## src/rtl/sar_feature_quantizer.sv

```systemverilog
// sar_feature_quantizer: SAR ADC controller converting NUM_FEAT channels per frame, N-bit binary search each.
module sar_feature_quantizer #(
  parameter int N          = 4,
  parameter int SAR_CYCLES = 5,
  parameter int NUM_FEAT   = 2
) (
  input  logic                                          clk_i,
  input  logic                                          rst_ni,
  input  logic                                          start_i,
  input  logic                                          abort_i,
  input  logic                                          comp_i,
  output logic                                          sample_o,
  output logic [N-1:0]                                  dac_code_o,
  output logic [$clog2(NUM_FEAT > 1 ? NUM_FEAT : 2)-1:0] ch_sel_o,
  output logic                                          busy_o,
  output logic [N-1:0]                                  quant_feat_o,
  output logic                                          feat_valid_o,
  output logic                                          frame_done_o
);
  localparam int SC  = SAR_CYCLES - N;
  localparam int CW  = $clog2(SC > 1 ? SC : 2);
  localparam int BW  = $clog2(N > 1 ? N : 2);
  localparam int CHW = $clog2(NUM_FEAT > 1 ? NUM_FEAT : 2);
  localparam logic [CHW-1:0] LAST = CHW'(NUM_FEAT - 1);

  typedef enum logic [1:0] {IDLE, SAMPLE, CONVERT, EMIT} state_e;

  state_e         state_q;
  logic [CW-1:0]  cnt_q;
  logic [BW-1:0]  bit_q;
  logic [N-1:0]   res_q, res_d, dac_d;
  logic           fv_q, fd_q;

  // Result with the current trial bit resolved, and the next trial code built on it.
  always_comb begin
    res_d = res_q;
    res_d[bit_q] = comp_i;
    dac_d = res_d | (N'(1) << (bit_q - BW'(1)));
  end

  always_ff @(posedge clk_i or negedge rst_ni) begin
    if (!rst_ni) begin
      state_q      <= IDLE;
      cnt_q        <= '0;
      bit_q        <= '0;
      res_q        <= '0;
      ch_sel_o     <= '0;
      busy_o       <= 1'b0;
      sample_o     <= 1'b0;
      dac_code_o   <= '0;
      quant_feat_o <= '0;
      fv_q         <= 1'b0;
      fd_q         <= 1'b0;
    end else begin
      fv_q <= 1'b0;
      fd_q <= 1'b0;
      if (abort_i && state_q != IDLE) begin
        state_q    <= IDLE;
        ch_sel_o   <= '0;
        busy_o     <= 1'b0;
        sample_o   <= 1'b0;
        dac_code_o <= '0;
      end else begin
        case (state_q)
          IDLE: if (start_i && !abort_i) begin
            ch_sel_o <= '0;
            cnt_q    <= '0;
            busy_o   <= 1'b1;
            sample_o <= 1'b1;
            state_q  <= SAMPLE;
          end
          SAMPLE: if (cnt_q == CW'(SC - 1)) begin
            res_q      <= '0;
            bit_q      <= BW'(N - 1);
            sample_o   <= 1'b0;
            dac_code_o <= N'(1) << (N - 1);
            state_q    <= CONVERT;
          end else begin
            cnt_q <= cnt_q + 1'b1;
          end
          CONVERT: begin
            res_q <= res_d;
            if (bit_q == '0) begin
              quant_feat_o <= res_d;
              dac_code_o   <= '0;
              fv_q         <= 1'b1;
              fd_q         <= (ch_sel_o == LAST);
              state_q      <= EMIT;
            end else begin
              bit_q      <= bit_q - 1'b1;
              dac_code_o <= dac_d;
            end
          end
          default: if (ch_sel_o != LAST || start_i) begin
            ch_sel_o <= (ch_sel_o == LAST) ? '0 : ch_sel_o + 1'b1;
            cnt_q    <= '0;
            sample_o <= 1'b1;
            state_q  <= SAMPLE;
          end else begin
            ch_sel_o <= '0;
            busy_o   <= 1'b0;
            state_q  <= IDLE;
          end
        endcase
      end
    end
  end

  // An abort landing on the EMIT cycle suppresses the pulse that cycle.
  assign feat_valid_o = fv_q & ~abort_i;
  assign frame_done_o = fd_q & ~abort_i;
endmodule

```

## config.mk

```make
export PLATFORM = sky130hd
export DESIGN_NAME = sar_feature_quantizer
export DESIGN_NICKNAME = d
export VERILOG_FILES = /design/src/rtl/sar_feature_quantizer.sv
export SDC_FILE = /design/constraint.sdc
export NUM_CORES = 1
export LEC_CHECK = 0
export CORE_UTILIZATION = 45
export CTS_CLUSTER_DIAMETER = 30
export DETAILED_ROUTE_END_ITERATION = 7
export PLACE_DENSITY = 0.68
export SLEW_MARGIN = 25
export SYNTH_ARGS = -nofsm -noshare
export SYNTH_HDL_FRONTEND = slang
export SYNTH_SLANG_ARGS = --single-unit
```

## constraint.sdc

```tcl
create_clock -name clk_i -period 2.2 [get_ports clk_i]
set_clock_uncertainty 0.15 [all_clocks]
set_input_delay 0.44 -clock clk_i [delete_from_list [all_inputs] [get_ports clk_i]]
set_output_delay 0.44 -clock clk_i [all_outputs]
set_load 0.1 [all_outputs]
```

Word level (Yosys, flattened, before mapping)
Index checks and enable logic that the tools add are counted.

storage, ports and cells
  flip-flop bits (word level) = 22
  output and inout bits = 13
  logic and storage cells = 97

operators by class
  shift-type cells = 1
  bitwise logic cells = 7
  reductions and logical operators = 22
  $add $sub $neg = 3
  magnitude comparators = 2
  mux-type cells = 40
  equality and inequality tests = 11

operators by type and width
  cell                                                                      count
  1-bit two-way mux                                                         20
  4-bit two-way mux                                                         4
  4-bit one-hot mux with 2 select lines                                     2
  2-bit two-way mux                                                         6
  3-bit AND reduction                                                       4
  4-bit AND reduction                                                       3
  3-bit inequality test (second input constant)                             3
  2-bit inequality test (second input constant)                             4
  1-bit one-hot mux with 3 select lines                                     2
  2-bit one-hot mux with 3 select lines                                     1
  3-bit nonzero test                                                        2
  4-bit bitwise mux                                                         1
  2-bit logical NOT                                                         2
  1-bit NOT                                                                 4
  4-bit bitwise OR                                                          1
  1-bit one-hot mux with 2 select lines                                     2
  2-bit one-hot mux with 2 select lines                                     1
  2-bit AND reduction                                                       2
  2-bit nonzero test                                                        2
  4-bit nonzero test                                                        1
  1-bit by 2-bit << shifter with 4-bit output (first input constant)        1
  1-bit logical AND                                                         3
  2-bit by 3-bit < comparator with 1-bit output (second input constant)     1
  3-bit by 2-bit inequality test with 1-bit output (second input constant)  1
  11 further kinds                                                          13

Logic depth before layout (Yosys ltp)
Gate-level depths: netlist of run 1.

  depth after elaboration = 9
  gate-level depth with buffers = 7
  depth with buffers taken out = 5

Worst setup path before layout of run 1
Ideal clock, no wire load.

  path kind = input -> output
  start = in abort_i
  end = out feat_valid_o
  required time = 1.610 ns
  setup slack = -0.290 ns
  arrival = 1.900 ns
  stages = 2
  path through = buf_6 -> nor2b_1

on the way
  word-level cells in the longest chain between the ends = 2

RTL lines
  item               RTL line  text
  start, declared    10        input logic abort_i,
  1-bit NOT          110       assign feat_valid_o = fv_q & ~abort_i;
  1-bit bitwise AND  110
  end, declared      17        output logic feat_valid_o,

Every way passes these cells.

Worst setup path after layout of run 1
Same ends and word-level chain as after synthesis.

==> results of run 1 <==
power breakdown:
part	leakage [nW]	internal (mW)	switching (mW)
registers	0.268	0.486	0.0950
clock network	0.0177	0.0679	0.129
logic	0.414	0.427	0.868
path summary, 6_finish.rpt:
kind / startpoint / endpoint / slack, ns
min: rst_ni / quant_feat_o[1] / 0.31
min reg2reg: res_q[0] / res_q[0] / 0.36
max: abort_i / feat_valid_o / 0.1
max reg2reg: bit_q[0] / state_q[0] / 0.34
max in group asynchronous: rst_ni / sample_o / 1.37
min in group clk_i: res_q[0] / res_q[0] / 0.36
flip-flops by register name, summed over array words and instances (netlist names):
register      cells
busy_o            1
bit_q             2
dac_code_o        4
fv_q              1
state_q           2
ch_sel_o          1
res_q             4
fd_q              1
quant_feat_o      4
sample_o          1
metal layers:
metal  part of all wire (%)  vias up
met5                      0        -
met4                    1.2        0
met3                    4.7        4
met2                     45       28
met1                     49      458
li1                       -      448
per-stage QoR:
step	hold WS, ns	worst slack [ns]	instances
6_report	0.308	0.0962	162
5_1_grt	0.340	0.0335	162
4_1_cts	0.319	0.0914	162
3_5_place_dp	0.324	0.0935	158
3_3_place_gp	0.325	0.104	158
2_1_floorplan	-0.00559	-0.290	113
kinds of logic (layout without fill, tap and decap cells):
group                      Yosys count  in the layout  share of synthesized area, %
adders and majority gates            8              8                          8.02
AOI/OAI and AO/OA                   26             26                          16.3
muxes                               11             11                          9.72
DFF                                 21             21                          42.1
and+or+nand+nor                     32             32                          16.4
buffers and inverters               15             34                          7.41
Yosys cell counts (all sizes together) (3+ instances only):
master,count,area (um^2)
o41ai,3,26.3
a2bb2oi,3,26.3
mux2,6,67.6
ha,8,100
nor2b,8,50.1
o2bb2ai,5,43.8
buf,5,55.1
mux2i,5,53.8
nand2b,4,40.0
dfrtp,21,526
inv,9,33.8
o21ai,3,15.0
nor2,7,26.3
nand3,7,47.6
cell type report:
type / instances / area, um^2 / area share (%)
Clock buffer: 3 / 22.5 / 1.54
Tap cell: 30 / 37.5 / 2.57
Inverter: 9 / 33.8 / 2.31
Multi-Input combinational cell: 77 / 631 / 43.2
Sequential cell: 21 / 526 / 36.0
Timing Repair Buffer: 21 / 205 / 14.1
Clock inverter: 1 / 5.00 / 0.343
worst reg2reg max path, stage by stage (launching register included):
cell	delay, ns
dfrtp_1	0.47
inv_1	0.15
ha_1	0.41
nor2_1	0.09
a22oi_1	0.29
mux2i_1	0.23
==> impl_metrics.yaml, run 1 <==
run_status:
  status: "finished, final reports clean"
floorplan:
  die_w_um: 54.7
  row_count: 18
  die_h_um: 54.7
  core_mm2: 0.00254
  die-area_mm2: 0.00299
  ios: 18
  initial_core_util_pct: 49.1
setup_path:
  critical-path-top-delay-family: "buffers and inverters"
  path_max_fanout: 9
  path_buf_inv: 2
  worstSetupPathType: "in2out"
  required_ns: 1.61
  crit_chain: "clkdlybuf4s50_1, nor2b_1, buf_12"
  slowest_delay_ns: 0.58
  worstPathArrival_ns: 1.51
  cp.depth: 3
  endpoint_kind: "output pin"
  ff2ff_path_depth: 5
  crit_slowest_cell: "clkdlybuf4s50_1"
  cp-start-kind: "primary input"
cells_and_area:
  areaGrowthSynthToFinish_pct: 16.9
  nFillCells: 217
  design_area_mm2: 0.00146
  drive_gt1_share_pct: 25.8
  final_common_cell: "dfrtp_1"
  num_antenna_cells: 0
  nets: 146
  layout_common_cells: "21 x dfrtp_1, 14 x buf_4, 9 x inv_1"
  fin_util_pct: 57.4
placement:
  place_area_mm2: 0.00143
  port_buffers: 17
  place_hpwl_mm: 1.80
  place_congestion: 0.788
global_route:
  gr-usage-all-layers_pct: 19.6
  antenna_found_initial: 0
  grt-busiest-layer: "met2"
  overflow: 0
  grt_pass1_vias: 822
  gr-usage-met2_pct: 29.1
  grt_pass1_wl_mm: 4.02
  met1_usage_pct: 28.9
  grt_max_degree: 22
  grtUsageMet3_pct: 2.50
clocking:
  postCtsHoldBufs: 0
  clk_pin_slew_ns: 0.13
  cts_setup_buffers: 0
  clock_sinks: 21
  post_cts_resized: 0
  cts_made_buffers: 3
  cts.path.max_buffers: 2
  clockRootBuffer: "clkbuf_4"
  cts-htree-levels: 1
  clk_latency_ns: 0.31
  cts_tree: "done"
yosys:
  synth_edf_count: 0
  synth_nets: 126
  ys.warnings.count: 0
  synthArstFlopShare_pct: 100
  synth.cell_area_mm2: 0.00125
  synth-seq-area-share_pct: 42.1
  ys_types: 36
  synth_area_per_cell_um2: 11.1
  synth_cells: 113
  synthFlopType: "dfrtp_1"
  ys_ff_latch: 21
timing:
  hold_violations: 0
  rsz0062_at_grt: "no"
  finalCritPeriodShare_pct: 95.6
  min_period_ns: 2.10
  relSlewSlack_pct: 71.2
  drv_slew: 0
  setup_tns_ns: 0
  fmax_ghz: 0.475
  setup_violations: 0
  worstMarginPinSlew_ns: 0.433
routing:
  drt_iter0_markers: 13
  wl_per_cell_um: 15.4
  drtAntennaViolNets: 0
  num_vias: 938
  drc: 0
  firstDrtPassIters: 4
  totalWireLength_mm: 2.49
  via_per_inst: 5.79
hold_path:
  hold_path.class: "in2async"
power_and_ir_drop:
  leakagePower_nw: 0.700
  vdd_ir_drop_max_mv: 1.02
  total_power_mw: 2.07
  power.density_mw_per_mm2: 1420
run:
  cap_violations: 0
Power figures use the tool's default switching activity.
==> run 2: changes to the inputs <==
- CTS_CLUSTER_DIAMETER: 30 -> default
==> results of run 2 <==
Same layout as run 1: the final DEF is identical, and so are final timing and power.
